===== config.mk =====
export PLATFORM = sky130hd
export DESIGN_NAME = gray_counter_ud
export DESIGN_NICKNAME = d
export VERILOG_FILES = /design/src/rtl/gray_pkg.sv /design/src/rtl/gray_counter_ud.sv
export SDC_FILE = /design/constraint.sdc
export NUM_CORES = 1
export LEC_CHECK = 0
export ABC_CLOCK_PERIOD_IN_PS = 1930
export BUFFER_PORTS_ARGS = -buffer_cell sky130_fd_sc_hd__buf_2
export CAP_MARGIN = 40
export CORE_AREA = 4 4 41 43
export DETAILED_ROUTE_END_ITERATION = 6
export DIE_AREA = 0 0 45 47
export PLACE_DENSITY = 0.68
export SLEW_MARGIN = 40
export SYNTH_ARGS = -nofsm -noshare
export SYNTH_HDL_FRONTEND = slang
export SYNTH_SLANG_ARGS = --single-unit
export TNS_END_PERCENT = 5

===== constraint.sdc =====
create_clock -name clk -period 1.93 [get_ports clk]
set_input_delay 0.4825 -clock clk [delete_from_list [all_inputs] [get_ports clk]]
set_output_delay 0.4825 -clock clk [all_outputs]
set_load 0.05 [all_outputs]

===== src/rtl/gray_pkg.sv =====
// Shared Gray-code helpers and width limits for the counter and its converters.
package gray_pkg;

  localparam int MIN_WIDTH = 2;
  localparam int MAX_WIDTH = 32;

  typedef logic [MAX_WIDTH-1:0] word_t;

  function automatic word_t bin2gray(input word_t b);
    return b ^ (b >> 1);
  endfunction

  // Each binary bit is the XOR of all Gray bits at or above it.
  function automatic word_t gray2bin(input word_t g);
    word_t b;
    b[MAX_WIDTH-1] = g[MAX_WIDTH-1];
    for (int i = MAX_WIDTH - 2; i >= 0; i--) begin
      b[i] = b[i+1] ^ g[i];
    end
    return b;
  endfunction

endpackage


===== src/rtl/gray_counter_ud.sv =====
// Up/down counter with registered binary and Gray views updated on the same edge,
// synchronous load, wrap-or-saturate limits, limit flags and a one-cycle wrap pulse.
module gray_counter_ud
  import gray_pkg::*;
#(
  parameter int WIDTH       = 4,
  parameter bit SATURATE    = 1'b0,
  parameter int RESET_VALUE = 0
) (
  input  logic             clk,
  input  logic             reset,
  input  logic             enable,
  input  logic             up,
  input  logic             load,
  input  logic [WIDTH-1:0] load_value,
  output logic [WIDTH-1:0] count_bin,
  output logic [WIDTH-1:0] count_gray,
  output logic             at_max,
  output logic             at_min,
  output logic             wrap
);

  if (WIDTH < MIN_WIDTH || WIDTH > MAX_WIDTH) begin : g_bad_width
    $error("gray_counter_ud: WIDTH out of range");
  end

  localparam logic [WIDTH-1:0] RST_BIN  = WIDTH'(RESET_VALUE);
  localparam logic [WIDTH-1:0] RST_GRAY = RST_BIN ^ (RST_BIN >> 1);
  localparam logic [WIDTH-1:0] ALL_ONES = '1;

  logic [WIDTH-1:0] bin_nxt;
  logic             wrap_nxt;

  always_comb begin
    bin_nxt  = count_bin;
    wrap_nxt = 1'b0;
    if (load) begin
      bin_nxt = load_value;
    end else if (enable) begin
      if (up) begin
        if (count_bin == ALL_ONES) begin
          if (!SATURATE) begin
            bin_nxt  = '0;
            wrap_nxt = 1'b1;
          end
        end else begin
          bin_nxt = count_bin + 1'b1;
        end
      end else begin
        if (count_bin == '0) begin
          if (!SATURATE) begin
            bin_nxt  = ALL_ONES;
            wrap_nxt = 1'b1;
          end
        end else begin
          bin_nxt = count_bin - 1'b1;
        end
      end
    end
  end

  // Gray is derived from the next binary value so both registers agree every cycle.
  always_ff @(posedge clk) begin
    if (reset) begin
      count_bin  <= RST_BIN;
      count_gray <= RST_GRAY;
      wrap       <= 1'b0;
    end else begin
      count_bin  <= bin_nxt;
      count_gray <= WIDTH'(bin2gray(word_t'(bin_nxt)));
      wrap       <= wrap_nxt;
    end
  end

  assign at_max = &count_bin;
  assign at_min = ~|count_bin;

endmodule


# Word level (Yosys, flattened, before mapping)
# Cells that the tools add are included.
[totals]
in_bits = 9
elab_cells = 21
regBits = 9
[op_classes]
n_mux = 8
reduce_logical = 5
eq_ne = 1
n_bitwise = 2
n_addsub = 2
[op_table]
columns = ["cell", "count"]
rows = [
  ["$mux 4", 5],
  ["$add 4x1->4 const B", 1],
  ["$eq 4x4->1 const B", 1],
  ["$logic_not 4->1", 1],
  ["$reduce_and 4->1", 1],
  ["$reduce_or 4->1", 1],
  ["$sub 4x1->4 const B", 1],
  ["$xor 4x3->4", 1],
  ["$mux 1", 3],
  ["$reduce_or 3->1", 1],
  ["$logic_not 1->1", 1],
  ["$not 1->1", 1],
]

# Logic depth before layout (Yosys ltp)
[depth]
ltp_word = 6
mapped_depth = 7
ltp_nobuf = 7

# Worst setup path before layout
# OpenSTA, ideal clock, no wires.
[synth_timing]
path_kind = "reg-to-output"
start = "register count_bin[0]"
end = "output port at_min"
path_slack_ns = -0.610
t_arrival_ns = 2.058
path_stages_with_launch = 4
required_time_ns = 1.447
path_cell_list = "dfxtp_1 > inv_1 > ha_1 > nor3b_1"
[synth_between]
elab_chain_len = 2
[synth_lines]
columns = ["element", "line", "text"]
rows = [
  ["from (decl)", "gray_counter_ud.sv:16", "output logic [WIDTH-1:0] count_bin,"],
  ["from (signal assigned)", "gray_counter_ud.sv:69", "count_bin <= bin_nxt;"],
  ["$reduce_or 4->1", "gray_counter_ud.sv:76", "assign at_min = ~|count_bin;"],
  ["$logic_not 1->1", "gray_counter_ud.sv:76", ""],
  ["to (decl)", "gray_counter_ud.sv:19", "output logic at_min,"],
]
# Every way passes these cells.

# Worst setup path after layout
# Same ends and word-level chain as after synthesis.

==> impl_table.tex <==
\begin{tabular}{lr}
\hline
Metric & Value \\
\hline
\multicolumn{2}{l}{\textbf{Global route}} \\
\quad Total congestion overflow & 0 \\
\quad Wire length of the first global-routing pass & 1.73 mm \\
\quad Number of antenna violations at the first check in global routing & 0 \\
\quad Maximum number of pins on one net before global-route repair & 12 \\
\quad Overall global routing resource usage & 11.6\% \\
\quad Vias in the first global route & 424 \\
\multicolumn{2}{l}{\textbf{STA}} \\
\quad Remaining max-slew budget at the tightest pin & 72.3\% \\
\quad Final worst-path cycle share & 94.3\% \\
\quad Final critical path time including I/O delays and setup & 1.82 ns \\
\quad Setup repair after global routing missed its margin & false \\
\quad Final sum of negative setup slack & 0 ns \\
\quad Max Fclk & 550 MHz \\
\quad Number of setup violations in the final report & 0 \\
\quad Post-Route Skew & 0.00420 ns \\
\quad Actual transition at the worst max-transition pin & 0.410 ns \\
\quad Max-slew violation count & 0 \\
\quad Smallest hold slack & 0.482 ns \\
\quad Final worst-path setup slack & 0.111 ns \\
\quad Number of failing hold endpoints at the final stage & 0 \\
\multicolumn{2}{l}{\textbf{Cells and area}} \\
\quad Commonest cells after routing, fill and taps aside & 18 x sky130\_fd\_sc\_hd\_\_buf\_2, 7 x sky130\_fd\_sc\_hd\_\_nor2\_1, 5 x sky130\_fd\_sc\_hd\_\_nor2b\_1, 5 x sky130\_fd\_sc\_hd\_\_dfxtp\_1, 4 x sky130\_fd\_sc\_hd\_\_inv\_1 \\
\quad Non-filler cells, final & 96 \\
\quad Utilization of the core after routing & 50.9\% \\
\quad Number of fill cells & 134 \\
\quad Area overhead of the layout relative to synthesis & 20.0\% \\
\quad Final antenna diode count & 0 \\
\quad Summed area of non-filler cells in the final layout & 662 um2 \\
\quad Final Net Count & 93 \\
\quad Share of post-route cells with drive strength above 1 & 39.5\% \\
\quad Most frequent standard cell in the layout excluding fill and tap cells & sky130\_fd\_sc\_hd\_\_buf\_2 \\
\multicolumn{2}{l}{\textbf{Setup path}} \\
\quad Peak per-stage delay on the critical path & 0.35 ns \\
\quad Biggest fanout along the worst timing path & 5 \\
\quad Critical path's top delay family & flip-flops \\
\quad Setup slack of the most critical reg-to-reg path & 0.15 ns \\
\quad Critical Path Start Type & flop \\
\quad Critical path origin & count\_bin[0]\$\_SDFF\_PP0\_ \\
\quad Type of element capturing the critical path & output port \\
\quad Source of the worst register-to-register timing path & count\_bin[0]\$\_SDFF\_PP0\_ \\
\quad Worst endpoint data arrival time & 1.34 ns \\
\quad Critical path data required time & 1.45 ns \\
\quad Cells along the critical path & inv\_1, ha\_2, nor3b\_2, buf\_4 \\
\quad Buffers and inverters on the worst path & 2 \\
\quad CP max-delay cell & sky130\_fd\_sc\_hd\_\_dfxtp\_4 \\
\quad Critical path start-end classification & flop to output port \\
\multicolumn{2}{l}{\textbf{Synthesis}} \\
\quad Simple-gate portion of the synthesized area & 27.0\% \\
\quad Main combinational cell family by area after synthesis & simple AND/OR/NAND/NOR gates \\
\quad Fraction of synthesized area in multiplexers & 9.07\% \\
\quad Library cells used by synthesis & 28 \\
\quad Post-synthesis area per instance & 8.62 um2 \\
\quad Post-synthesis adder-cell area fraction & 4.54\% \\
\quad YS warnings & 0 \\
\quad Post-synth net total & 75 \\
\quad Synthesized cell area & 552 um2 \\
\quad Post-synthesis xor/xnor area fraction & 6.35\% \\
\quad Register bit total from synthesis & 8 \\
\quad Cells after synthesis & 64 \\
\quad Compound-cell area share of the yosys netlist & 12.9\% \\
\quad Fraction of the yosys area taken by sequential cells & 29.0\% \\
\multicolumn{2}{l}{\textbf{Die}} \\
\quad Initial Util & 42.4\% \\
\quad Number of core rows & 13 \\
\quad Die height & 47 um \\
\quad Floorplan die width & 45 um \\
\quad Area of the core & 1300 um2 \\
\quad Area enclosed by the die boundary & 2120 um2 \\
\quad Count of pins on the block boundary & 20 \\
\multicolumn{2}{l}{\textbf{Placement}} \\
\quad DP HPWL & 899 um \\
\quad Setup WS pre-CTS & 0.0866 ns \\
\quad Final weighted congestion in routability-driven placement & 0.802 \\
\quad Area after detailed placement & 631 um2 \\
\quad Quantity of I/O buffers inserted on ports & 19 \\
\quad Total placed cells including tap cells & 92 \\
\multicolumn{2}{l}{\textbf{Min path}} \\
\quad Path type of the worst min-delay path & input port to flop \\
\quad Startpoint of the tightest hold check path & reset \\
\multicolumn{2}{l}{\textbf{Power and ir drop}} \\
\quad Design Power & 0.539 mW \\
\quad Peak supply drop & 0.000508 V \\
\quad Proportion of power drawn by combinational gates & 37.5\% \\
\quad Internal Dissipation & 0.330 mW \\
\quad Switching power summed over all nets & 0.208 mW \\
\quad Clock network fraction of total power & 25.4\% \\
\quad Power Density & 814 nW/um2 \\
\quad Sw frac & 38.7\% \\
\quad Static leakage & 0.310 nW \\
\quad Seq pwr share & 37.1\% \\
\multicolumn{2}{l}{\textbf{Clock tree}} \\
\quad Number of CTS-inserted buffers & 3 \\
\quad Clock Pin Slew Worst Setup and Hold Paths & 0.06 ns \\
\quad Max clock buf depth & 2 \\
\quad CTS tree & done \\
\quad H-Tree Level Count & 1 \\
\quad Quantity of hold-fixing buffers added after cts & 0 \\
\quad Root Driver & sky130\_fd\_sc\_hd\_\_clkbuf\_4 \\
\quad Sinks on the clock net & 8 \\
\quad Cts repair resizes & 0 \\
\quad Latest clock arrival within the worst-skew pair & 0.25 ns \\
\quad Buffers inserted during post-CTS setup optimization & 0 \\
\multicolumn{2}{l}{\textbf{Routing}} \\
\quad Via count & 505 \\
\quad Post-DRT Antenna Nets & 0 \\
\quad Post-Route WL & 1.12 mm \\
\quad Detailed-router iteration count before antenna repair & 4 \\
\quad Number of vias per cell after detailed routing & 5.26 \\
\quad Wire length per cell after detailed routing & 11.7 um \\
\quad Number of DRC violations after detailed-routing iteration 0 & 19 \\
\quad Post-route DRC violation count & 0 \\
\multicolumn{2}{l}{\textbf{Outcome}} \\
\quad Result of the run & complete, no violations \\
\multicolumn{2}{l}{\textbf{Run}} \\
\quad MaxCap Viol Count & 0 \\
\hline
\end{tabular}
## state kept, by name, indices dropped and copies added (netlist names)
name	cells
count_bin	4
count_gray	3
wrap	1
## final timing paths
kind	to	cells past startpoint
worst max-delay path	at_min	4
worst min-delay path	count_bin[0]$_SDFF_PP0_	2
worst max register to register	count_gray[2]$_SDFF_PP0_	7
worst min register to register	count_bin[0]$_SDFF_PP0_	3
## layout make-up
class | instances | area [um2] | share of cell area, %
multi-input cells | 46 | 338 | 51.0
flip-flops and latches | 8 | 166 | 25.1
repair buffers | 19 | 97.6 | 14.7
clock buffers | 4 | 26.3 | 3.97
well taps | 15 | 18.8 | 2.84
inverters | 4 | 15.0 | 2.27
## routing by layer
metal | GRT usage (%) | routed length, um | up-vias
li1 | - | - | 256
met1 | 13.8 | 452 | 228
met2 | 18.1 | 556 | 21
met4 | 2.34 | 0 | 0
met5 | 0 | 0 | -
met3 | 7.28 | 114 | 0
## worst reg2reg max path, cell delays in order (launching register included)
cell and delay (ns):
sky130_fd_sc_hd__dfxtp_4 0.36, sky130_fd_sc_hd__inv_1 0.08, sky130_fd_sc_hd__ha_2 0.22, sky130_fd_sc_hd__mux2_4 0.28, sky130_fd_sc_hd__a211o_1 0.31, sky130_fd_sc_hd__nand3_1 0.11, sky130_fd_sc_hd__nor2_1 0.06, sky130_fd_sc_hd__mux2_4 0.25
## Yosys cell counts (all sizes together)
library cell	count	share of area (%)
mux2i	2	3.6
buf	6	8.4
a311oi	1	2.7
nand3	3	2.7
nand4	1	1.1
nor4b	2	3.2
mux2	2	5.4
and2b	1	1.6
nor3b	1	1.4
nor3	2	1.8
a31oi	2	2.3
o21ai	2	1.8
nor2	7	4.8
and4	1	1.8
inv	4	2.7
nand2b	1	1.1
nand2	1	0.68
ha	2	4.5
xnor2	1	1.6
xor2	3	4.8
a211o	1	1.6
nor2b	5	5.7
and3	1	1.1
a21oi	2	1.8
o211ai	2	2.7
dfxtp	8	29
## cells by family (layout without fill, tap and decap cells)
group           count (synthesis)  after routing
fa+ha+maj                       2              2
compound gates                 10             10
buf+inv                        10             27
flops                           8              8
xor+xnor                        4              4
mux                             4              4
simple gates                   26             26
## power groups by stage
stage | Combinational [mW] | Sequential [mW] | Clock, mW
6_report | 0.202 | 0.200 | 0.137
2_1_floorplan | 0.116 | 0.253 | 0
3_5_place_dp | 0.201 | 0.203 | 0
5_1_grt | 0.217 | 0.202 | 0.154
4_1_cts | 0.201 | 0.199 | 0.147
3_3_place_gp | 0.199 | 0.202 | 0
Note: power is estimated with default switching activity, not from simulation.
